`config.mk`:
```
export PLATFORM = sky130hd
export DESIGN_NAME = clock_set_controller
export DESIGN_NICKNAME = d
export VERILOG_FILES = /design/src/rtl/clock_set_controller.sv
export SDC_FILE = /design/constraint.sdc
export NUM_CORES = 1
export LEC_CHECK = 0
export BUFFER_PORTS_ARGS = -buffer_cell sky130_fd_sc_hd__buf_4
export CAP_MARGIN = 20
export CORE_MARGIN = 2
export CORE_UTILIZATION = 30
export DETAILED_ROUTE_END_ITERATION = 6
export PLACE_DENSITY_LB_ADDON = 0.1
export SLEW_MARGIN = 40
export SYNTH_ARGS = -nofsm -noshare
export SYNTH_HDL_FRONTEND = slang
export SYNTH_SLANG_ARGS = --single-unit
```
`constraint.sdc`:
```
create_clock -name clk50 -period 4.12 [get_ports clk50]
set_input_delay 0.618 -clock clk50 [delete_from_list [all_inputs] [get_ports clk50]]
set_output_delay 0.618 -clock clk50 [all_outputs]
set_load 0.01 [all_outputs]
```
`src/rtl/clock_set_controller.sv`:
```
// clock_set_controller
// Front end for a digital clock's three setting buttons (mode / inc / dec):
// synchronizes and debounces the raw buttons, walks the RUN -> SET_HOUR ->
// SET_MIN -> SET_SEC -> RUN setting FSM, and generates the 1 Hz timekeeping
// strobe, the per-field step pulses and the blinking blank mask.
// Optional feature macro: AUTO_REPEAT_EN -- a held inc/dec button in a set
// state keeps stepping after REPEAT_DELAY cycles, then every REPEAT_RATE cycles.
module clock_set_controller #(
  parameter int DEB_CYCLES   = 1000000,
  parameter int TICK_DIV     = 50000000,
  parameter int BLINK_DIV    = 12500000,
  parameter int REPEAT_DELAY = 25000000,
  parameter int REPEAT_RATE  = 5000000
) (
  input  logic       clk50,
  input  logic       reset,
  input  logic       btn_mode,
  input  logic       btn_inc,
  input  logic       btn_dec,
  output logic       tick_1hz,
  output logic       disable_clk,
  output logic [2:0] inc_pulse,
  output logic [2:0] dec_pulse,
  output logic [2:0] blank,
  output logic [1:0] mode
);

  // Button lanes inside the packed button vectors
  localparam int BM = 0;
  localparam int BI = 1;
  localparam int BD = 2;

  localparam int DEB_W   = (DEB_CYCLES > 1) ? $clog2(DEB_CYCLES) : 1;
  localparam int TICK_W  = (TICK_DIV > 1) ? $clog2(TICK_DIV) : 1;
  localparam int BLINK_W = (BLINK_DIV > 1) ? $clog2(BLINK_DIV) : 1;

  typedef enum logic [1:0] {
    RUN      = 2'd0,
    SET_HOUR = 2'd1,
    SET_MIN  = 2'd2,
    SET_SEC  = 2'd3
  } state_t;

  state_t             state_q, state_d;
  logic [2:0]         sync1_q, sync2_q;
  logic [2:0]         deb_q, debDly_q, pressEv_q;
  logic [DEB_W-1:0]   debCnt_q [3];
  logic [2:0]         stepEv;
  logic [2:0]         fieldMask;
  logic [2:0]         incPulse_d, incPulse_q;
  logic [2:0]         decPulse_d, decPulse_q;
  logic [TICK_W-1:0]  tickCnt_d, tickCnt_q;
  logic               tick_d, tick_q;
  logic [BLINK_W-1:0] blinkCnt_d, blinkCnt_q;
  logic               phase_d, phase_q;

  // Two-flop synchronizer for the raw buttons (idle level is released = 1)
  always_ff @(posedge clk50 or negedge reset) begin
    if (!reset) begin
      sync1_q <= '1;
      sync2_q <= '1;
    end else begin
      sync1_q <= {btn_dec, btn_inc, btn_mode};
      sync2_q <= sync1_q;
    end
  end

  // Debounce: adopt the synchronized level after DEB_CYCLES consecutive
  // differing cycles, then emit a one-cycle event on a released->pressed change
  always_ff @(posedge clk50 or negedge reset) begin
    if (!reset) begin
      for (int i = 0; i < 3; i++) debCnt_q[i] <= '0;
      deb_q     <= '1;
      debDly_q  <= '1;
      pressEv_q <= '0;
    end else begin
      debDly_q  <= deb_q;
      pressEv_q <= debDly_q & ~deb_q;
      for (int i = 0; i < 3; i++) begin
        if (sync2_q[i] != deb_q[i]) begin
          if (debCnt_q[i] == DEB_W'(DEB_CYCLES - 1)) begin
            deb_q[i]    <= sync2_q[i];
            debCnt_q[i] <= '0;
          end else begin
            debCnt_q[i] <= debCnt_q[i] + 1'b1;
          end
        end else begin
          debCnt_q[i] <= '0;
        end
      end
    end
  end

`ifdef AUTO_REPEAT_EN
  localparam int RPT_W = $clog2(REPEAT_DELAY + 1);

  logic [RPT_W-1:0] rptCnt_q [2];
  logic [RPT_W-1:0] rptCnt_d [2];
  logic [1:0]       rptHit;

  // Hold timers for inc (0) and dec (1): started by the press event, they fire
  // after REPEAT_DELAY cycles and then reload so the next hit is REPEAT_RATE later
  always_comb begin
    for (int i = 0; i < 2; i++) begin
      rptHit[i]   = 1'b0;
      rptCnt_d[i] = '0;
      if ((state_q == RUN) || deb_q[i+1]) begin
        rptCnt_d[i] = '0;
      end else if (pressEv_q[i+1]) begin
        rptCnt_d[i] = RPT_W'(1);
      end else if (rptCnt_q[i] == RPT_W'(REPEAT_DELAY)) begin
        rptHit[i]   = 1'b1;
        rptCnt_d[i] = RPT_W'(REPEAT_DELAY - REPEAT_RATE + 1);
      end else if (rptCnt_q[i] != '0) begin
        rptCnt_d[i] = rptCnt_q[i] + 1'b1;
      end
    end
  end

  // Hold timer registers
  always_ff @(posedge clk50 or negedge reset) begin
    if (!reset) begin
      rptCnt_q[0] <= '0;
      rptCnt_q[1] <= '0;
    end else begin
      rptCnt_q[0] <= rptCnt_d[0];
      rptCnt_q[1] <= rptCnt_d[1];
    end
  end

  assign stepEv = pressEv_q | {rptHit, 1'b0};
`else
  assign stepEv = pressEv_q;
`endif

  // FSM state register
  always_ff @(posedge clk50 or negedge reset) begin
    if (!reset) state_q <= RUN;
    else        state_q <= state_d;
  end

  // FSM next state: one step around the ring per mode press
  always_comb begin
    state_d = state_q;
    if (stepEv[BM]) begin
      case (state_q)
        RUN:      state_d = SET_HOUR;
        SET_HOUR: state_d = SET_MIN;
        SET_MIN:  state_d = SET_SEC;
        SET_SEC:  state_d = RUN;
        default:  state_d = RUN;
      endcase
    end
  end

  // FSM outputs: field selection, step pulse requests, freeze and blank mask;
  // a mode press or a simultaneous inc+dec press cancels the step
  always_comb begin
    case (state_q)
      SET_HOUR: fieldMask = 3'b100;
      SET_MIN:  fieldMask = 3'b010;
      SET_SEC:  fieldMask = 3'b001;
      default:  fieldMask = 3'b000;
    endcase
    incPulse_d  = (stepEv[BI] && !stepEv[BD] && !stepEv[BM]) ? fieldMask : 3'b000;
    decPulse_d  = (stepEv[BD] && !stepEv[BI] && !stepEv[BM]) ? fieldMask : 3'b000;
    disable_clk = (state_q != RUN);
    mode        = state_q;
    blank       = phase_q ? fieldMask : 3'b000;
  end

  // Step pulse registers
  always_ff @(posedge clk50 or negedge reset) begin
    if (!reset) begin
      incPulse_q <= '0;
      decPulse_q <= '0;
    end else begin
      incPulse_q <= incPulse_d;
      decPulse_q <= decPulse_d;
    end
  end

  assign inc_pulse = incPulse_q;
  assign dec_pulse = decPulse_q;

  // Tick divider: runs only while RUN is both current and next, so it restarts
  // from 0 on re-entry and never strobes on the edge that leaves RUN
  always_comb begin
    tickCnt_d = tickCnt_q + 1'b1;
    tick_d    = 1'b0;
    if ((state_q != RUN) || (state_d != RUN)) begin
      tickCnt_d = '0;
    end else if (tickCnt_q == TICK_W'(TICK_DIV - 1)) begin
      tickCnt_d = '0;
      tick_d    = 1'b1;
    end
  end

  // Tick divider registers
  always_ff @(posedge clk50 or negedge reset) begin
    if (!reset) begin
      tickCnt_q <= '0;
      tick_q    <= 1'b0;
    end else begin
      tickCnt_q <= tickCnt_d;
      tick_q    <= tick_d;
    end
  end

  assign tick_1hz = tick_q;

  // Blink phase: toggles every BLINK_DIV cycles, forced visible on any mode
  // change or step so the user always sees the value just edited
  always_comb begin
    blinkCnt_d = blinkCnt_q + 1'b1;
    phase_d    = phase_q;
    if ((state_d != state_q) || (incPulse_d != 3'b000) || (decPulse_d != 3'b000)) begin
      blinkCnt_d = '0;
      phase_d    = 1'b0;
    end else if (blinkCnt_q == BLINK_W'(BLINK_DIV - 1)) begin
      blinkCnt_d = '0;
      phase_d    = ~phase_q;
    end
  end

  // Blink registers
  always_ff @(posedge clk50 or negedge reset) begin
    if (!reset) begin
      blinkCnt_q <= '0;
      phase_q    <= 1'b0;
    end else begin
      blinkCnt_q <= blinkCnt_d;
      phase_q    <= phase_d;
    end
  end

endmodule

```
After elaboration in Yosys (flattened, before gate mapping)

Cells that the tools add are included.
Widths: inputs -> output; s select.

Reductions and logical operators: 19
Equality and inequality tests: 12
Add/sub/neg operators: 5
Bitwise gates (word level): 3
Mux-type cells: 20

Operators with widths:

| cell                  | count |
|---|---|
| $mux 20               | 6 |
| $add 20x1->20 const B | 3 |
| $eq 20x20->1 const B  | 3 |
| $mux 26               | 2 |
| $mux 24               | 2 |
| $add 26x1->26 const B | 1 |
| $eq 26x26->1 const B  | 1 |
| $add 24x1->24 const B | 1 |
| $eq 24x24->1 const B  | 1 |
| $mux 3                | 3 |
| $pmux 3 s3            | 1 |
| $pmux 2 s4            | 1 |
| $reduce_and 2->1      | 3 |
| $reduce_bool 2->1     | 3 |
| $reduce_bool 3->1     | 2 |
| $eq 2x2->1 const B    | 2 |
| $logic_and 1x1->1     | 4 |
| $mux 1                | 4 |
| $and 3x3->3           | 1 |
| $logic_not 1->1       | 3 |
| $logic_or 1x1->1      | 3 |
| $ne 1x1->1            | 3 |
| $not 3->3             | 1 |
| $eq 2x1->1 const B    | 1 |
| 4 further kinds       | 4 |

Output and inout bits: 13
Bits of input ports: 5
Logic and storage cells: 76
Register bits after elaboration: 135

Depth between registers and ports, before layout

Depth in word-level cells: 8
Gate-level depth with buffers: 7
Depth with buffers taken out: 6

Worst setup path after synthesis

OpenSTA, ideal clock, no wires.

Path type: reg2reg
Start: reg blinkCnt_q[0]
End: reg blinkCnt_q[20]
Period minus slack after synthesis: 2003 ps
Cell stages (with the launch flop): 7
Data required time: 4043 ps
Arrival: 1926 ps
Path slack: 2117 ps
Path through: dfrtp_1 ha_1 nand4_1 or4_1 clkbuf_1 or4_1 a21oi_1

Cells in the longest elaborated chain, start to end: 3
Elaborated cells between the ends (all ways): 4
Those cells by class: 1 x add/sub; 1 x eq/ne; 2 x mux

Ends and longest elaborated chain:

| what                                                 | line     | RTL |
|---|---|---|
| start, declared                                      | 54       | `logic [BLINK_W-1:0] blinkCnt_d, blinkCnt_q;` |
| start signal, assigned                               | 232      | `blinkCnt_q <= blinkCnt_d;` |
| $add 24x1->24 / $eq 24x24->1 (equally long branches) | 215, 220 |  |
| $mux 24 *                                            | 220      | `end else if (blinkCnt_q == BLINK_W'(BLINK_DIV - 1)) begin` |
| $mux 24 *                                            | 217      | `if ((state_d != state_q) \|\| (incPulse_d != 3'b000) \|\| (decPulse_d != 3'b000)) begin` |
| via blinkCnt_d[20]                                   | 54       |  |

Mark *: on every way through the listed nets, which the timed path passes. The rest lies on a longest branch.
A chain may end at the register's enable or synchronous reset.

Final worst setup path

Start: reg debCnt_q[32] in the netlist's numbering
End: reg debCnt_q[38] in the netlist's numbering

Cells in the longest elaborated chain, start to end: 3
Elaborated cells between the ends (all ways): 4
Those cells by class: 1 x add/sub; 1 x eq/ne; 2 x mux

Ends and longest elaborated chain:

| what                                                 | line   | RTL |
|---|---|---|
| start, declared                                      | 47     | `logic [DEB_W-1:0] debCnt_q [3];` |
| start signal, assigned by index                      | 85     | `debCnt_q[i] <= debCnt_q[i] + 1'b1;` |
| $add 20x1->20 / $eq 20x20->1 (equally long branches) | 85, 81 |  |
| $mux 20 *                                            | 81     | `if (debCnt_q[i] == DEB_W'(DEB_CYCLES - 1)) begin` |
| $mux 20 *                                            | 80     | `if (sync2_q[i] != deb_q[i]) begin` |

Mark *: on every way between the ends. The rest lies on a longest branch, timed or not.

==> parameters.txt <==
Parameter                              Value

STA
  Worst relative slew slack ... 0.562
  Transition time at the pin with the least slew margin ... 657 ps
  Final critical-path required period ... 2470 ps
  Final setup violation count ... 0
  Setup total negative slack ... 0 ps
  Final Hold Violating Endpoints ... 0
  Maximum achievable frequency ... 0.404 GHz
  Unrepaired setup endpoints after global routing ... no
  Total count of max-transition violations in the final report ... 0
  Period Utilization, post-route ... 0.600
  Setup clock skew after layout ... 9.13 ps

Route
  Number of vias per cell ... 5.02
  Total wire length after detailed routing ... 13700 µm
  TritonRoute pass-1 iters ... 4
  ANT nets after route ... 0
  Remaining design rule violation count ... 0
  Violation count after the first detailed-route iteration ... 299
  Routed length per placed instance ... 14.1 µm
  Number of vias after detailed routing ... 4893

Placed design
  Number of placed cells counting well taps ... 943
  Detailed placement HPWL ... 9270 µm
  Total of buffers placed on input and output ports ... 17
  Final weighted congestion in routability-driven placement ... 0.765

Hold path
  Classification of the worst-slack hold path ... in2async

Global route
  Total GRT Usage ... 0.126
  Wire length of the first global-routing pass ... 24000 µm
  Via count of the first global-routing pass ... 4880
  Aggregate global routing overflow ... 0
  Largest net degree at the start of global routing ... 83
  Number of antenna violations at the first check in global routing ... 0

Worst setup path
  CP most frequent cell ... sky130_fd_sc_hd__or4_1
  Category of the worst setup path launch point ... register
  Largest fanout of any net on the critical path ... 12
  Required time at the endpoint of the critical path ... 4410 ps
  Setup CP Type ... reg2reg
  Max stage delay cell, worst path ... sky130_fd_sc_hd__or4_1
  Cells along the critical path ... or4_1 -> or4_1 -> o21ai_1 -> buf_4 -> a21oi_1
  Bufs and invs on worst path ... 1
  Largest delay share family, worst path ... simple AND/OR/NAND/NOR gates
  Critical path capture point type ... register
  Endpoint arrival time on the critical path ... 2760 ps
  Delay contributed by the slowest stage of the critical path ... 540 ps

Synth
  FF+latch count, synth ... 135
  Synth Warn # ... 0
  Largest area contributor in the synthesized netlist ... sky130_fd_sc_hd__dfrtp_1
  Primary FF master, synth ... sky130_fd_sc_hd__dfrtp_1
  Register area share after synthesis ... 0.518
  Post-synthesis average cell area ... 9.87 µm²
  Cell types occupying the most area after synthesis ... sky130_fd_sc_hd__dfrtp_1, sky130_fd_sc_hd__dfstp_2, sky130_fd_sc_hd__xnor2_1
  Number of flops mapped to enable cells by yosys ... 0
  Portion of synthesized cell area occupied by the leading cell type ... 0.470
  Synth cell types ... 46
  Post-synthesis instance total ... 664
  Fraction of registers with async set or reset after synthesis ... 1.00
  Number of nets produced by synthesis ... 680
  Syn Std Cell Area ... 0.00656 mm²

Layout
  NumNets Final ... 698
  Multi-input combinational cell area ... 0.00298 mm²
  Final antenna diode count ... 0
  Count of placed standard cells in the final layout, fillers left out ... 975
  Flip-flop and latch area ... 0.00339 mm²
  Layout cells sized above 1 ... 0.118
  Area grow syn2layout ... 14.9%
  Fill count ... 2195

Floorplanning
  Die height ... 152 µm
  Number of top-level pins ... 18
  Core footprint ... 0.0216 mm²
  Horiz. Die Dim ... 152 µm
  Die area ... 0.0230 mm²
  Starting utilization of the core area ... 0.303
  Cell row count ... 54

Clocking
  Number of buffers between clock root and the deepest sink ... 2
  Clock root cell ... sky130_fd_sc_hd__clkbuf_16
  Clk pin slew, worst setup/hold paths ... 50 ps
  Cts bufs inserted ... 17
  Maximum level of the CTS H-tree ... 4
  Cts hold-fix bufs ... 0
  Count of instances resized after the clock tree is built ... 0
  # Post-CTS Setup Buffers ... 0
  TritonCTS clock tree ... done
  Clk sinks ... 135
  Clock insertion delay at the later pin of the skew report ... 420 ps

Power
  Pleak ... 3.05 nW
  Design Power ... 2.84 mW
  Peak supply drop ... 214 µV
  Power density of the placed cells ... 377 mW/mm²

Status
  Run status ... finished clean

Run
  Max_cap viols ... 0
==> cell usage after synthesis, types with 2 or more instances <==
| master | number |
|---|---|
| sky130_fd_sc_hd__nor4_1 | 12 |
| sky130_fd_sc_hd__or4_4 | 3 |
| sky130_fd_sc_hd__o21a_1 | 2 |
| sky130_fd_sc_hd__o21ba_2 | 2 |
| sky130_fd_sc_hd__o31ai_1 | 13 |
| sky130_fd_sc_hd__and3_1 | 9 |
| sky130_fd_sc_hd__buf_2 | 6 |
| sky130_fd_sc_hd__o21ai_0 | 29 |
| sky130_fd_sc_hd__and2_1 | 10 |
| sky130_fd_sc_hd__ha_1 | 11 |
| sky130_fd_sc_hd__dfstp_2 | 12 |
| sky130_fd_sc_hd__nor4b_1 | 2 |
| sky130_fd_sc_hd__nor3b_1 | 3 |
| sky130_fd_sc_hd__nand2_1 | 34 |
| sky130_fd_sc_hd__nor4bb_1 | 2 |
| sky130_fd_sc_hd__or3_1 | 29 |
| sky130_fd_sc_hd__inv_1 | 23 |
| sky130_fd_sc_hd__nor3_1 | 11 |
| sky130_fd_sc_hd__nor2_1 | 79 |
| sky130_fd_sc_hd__dfrtp_1 | 123 |
| sky130_fd_sc_hd__nand4_1 | 24 |
| sky130_fd_sc_hd__xor2_1 | 28 |
| sky130_fd_sc_hd__nand3_2 | 2 |
| sky130_fd_sc_hd__a21oi_2 | 2 |
| sky130_fd_sc_hd__nand3_1 | 48 |
| sky130_fd_sc_hd__a21oi_1 | 39 |
| sky130_fd_sc_hd__or4_1 | 24 |
| sky130_fd_sc_hd__xnor2_1 | 35 |
| sky130_fd_sc_hd__and4_1 | 8 |
| sky130_fd_sc_hd__mux2_2 | 4 |
| sky130_fd_sc_hd__nor2b_1 | 4 |
| sky130_fd_sc_hd__clkbuf_1 | 17 |
==> path summary, 6_finish.rpt <==
check / slack, ps / endpoint / start / cells after the start
worst min register to register: 360 / sync2_q[0] / sync1_q[0] / 0
worst min-delay path: 240 / blinkCnt_q[19] / reset / 1
worst max register to register: 1650 / debCnt_q[38] / debCnt_q[32] / 5
max in group asynchronous: 3000 / sync2_q[2] / reset / 2
min in group clk50: 300 / sync1_q[2] / btn_dec / 1
worst max-delay path: 1650 / debCnt_q[38] / debCnt_q[32] / 5
==> where the power goes <==
group / total, mW / leakage (nW) / switching [mW] / internal (mW)
Combinational: 0.0574 / 0.972 / 0.0431 / 0.0142
Clock: 1.43 / 0.267 / 0.551 / 0.882
Sequential: 1.35 / 1.81 / 0.0114 / 1.34
Total: 2.84 / 3.05 / 0.605 / 2.24
==> through the flow <==
step                      utilization  hold WS (ps)  instance area, µm²  worst slack (ps)
final                           0.348           237                7530              1650
after global routing            0.348           283                7530              1400
after CTS                       0.348           277                7530              1640
after detailed placement        0.323           349                6980              1650
after global placement          0.323           347                6980              1710
after floorplan                     -           322                6560              2120
==> cell families after synthesis <==
group | count (synthesis) | share of synthesized area
fa+ha+maj | 11 | 0.0210
xor+xnor | 63 | 0.0842
simple gates | 312 | 0.261
flops | 135 | 0.518
buf+inv | 47 | 0.0292
mux | 4 | 0.00687
compound gates | 92 | 0.0806
==> worst reg2reg max path: cells and delay by family (launching register included) <==
kind            cells  cell delay, ps
compound gates      2             570
buf+inv             1             300
simple gates        2            1060
flops               1             430
==> placed cells by master, fill, tap and decap left out, types with 5 or more instances in the layout <==
cell                        count
sky130_fd_sc_hd__nor2_1        79
sky130_fd_sc_hd__inv_1         23
sky130_fd_sc_hd__clkbuf_1       5
sky130_fd_sc_hd__nor3_1        11
sky130_fd_sc_hd__buf_4         22
sky130_fd_sc_hd__nand2_1       34
sky130_fd_sc_hd__nand3_1       48
sky130_fd_sc_hd__o31ai_1       12
sky130_fd_sc_hd__xor2_1        28
sky130_fd_sc_hd__o21ai_0       28
sky130_fd_sc_hd__and3_1         9
sky130_fd_sc_hd__dfrtp_1      123
sky130_fd_sc_hd__nor4_1        12
sky130_fd_sc_hd__clkinv_2       6
sky130_fd_sc_hd__a21oi_1       39
sky130_fd_sc_hd__ha_1          11
sky130_fd_sc_hd__clkbuf_16     17
sky130_fd_sc_hd__dfstp_2       12
sky130_fd_sc_hd__or3_1         29
sky130_fd_sc_hd__xnor2_1       35
sky130_fd_sc_hd__or4_1         24
sky130_fd_sc_hd__and2_1        10
sky130_fd_sc_hd__and4_1         8
sky130_fd_sc_hd__nand4_1       24
==> flip-flops by register name, summed over array words and instances (netlist names) <==
signal and flops:
sync1_q 3, debCnt_q 60, phase_q 1, mode 2, deb_q 3, inc_pulse 3, sync2_q 3, pressEv_q 3
debDly_q 3, tickCnt_q 26, tick_1hz 1, blinkCnt_q 24, dec_pulse 3
==> layer usage <==
metal  wire, µm  track usage  vias up
li1           -            -     2400
met1       6510        0.163     2391
met2       6470        0.199       76
met3        419       0.0339       26
met4        308       0.0516        0
met5          0            0        -
==> layout make-up <==
cell class	count	area share
Sequential cell	135	0.450
Multi-Input combinational cell	482	0.395
Clock buffer	22	0.0590
Tap cell	280	0.0465
Timing Repair Buffer	23	0.0237
Clock inverter	10	0.0139
Inverter	23	0.0115
Power figures use the tool's default switching activity.
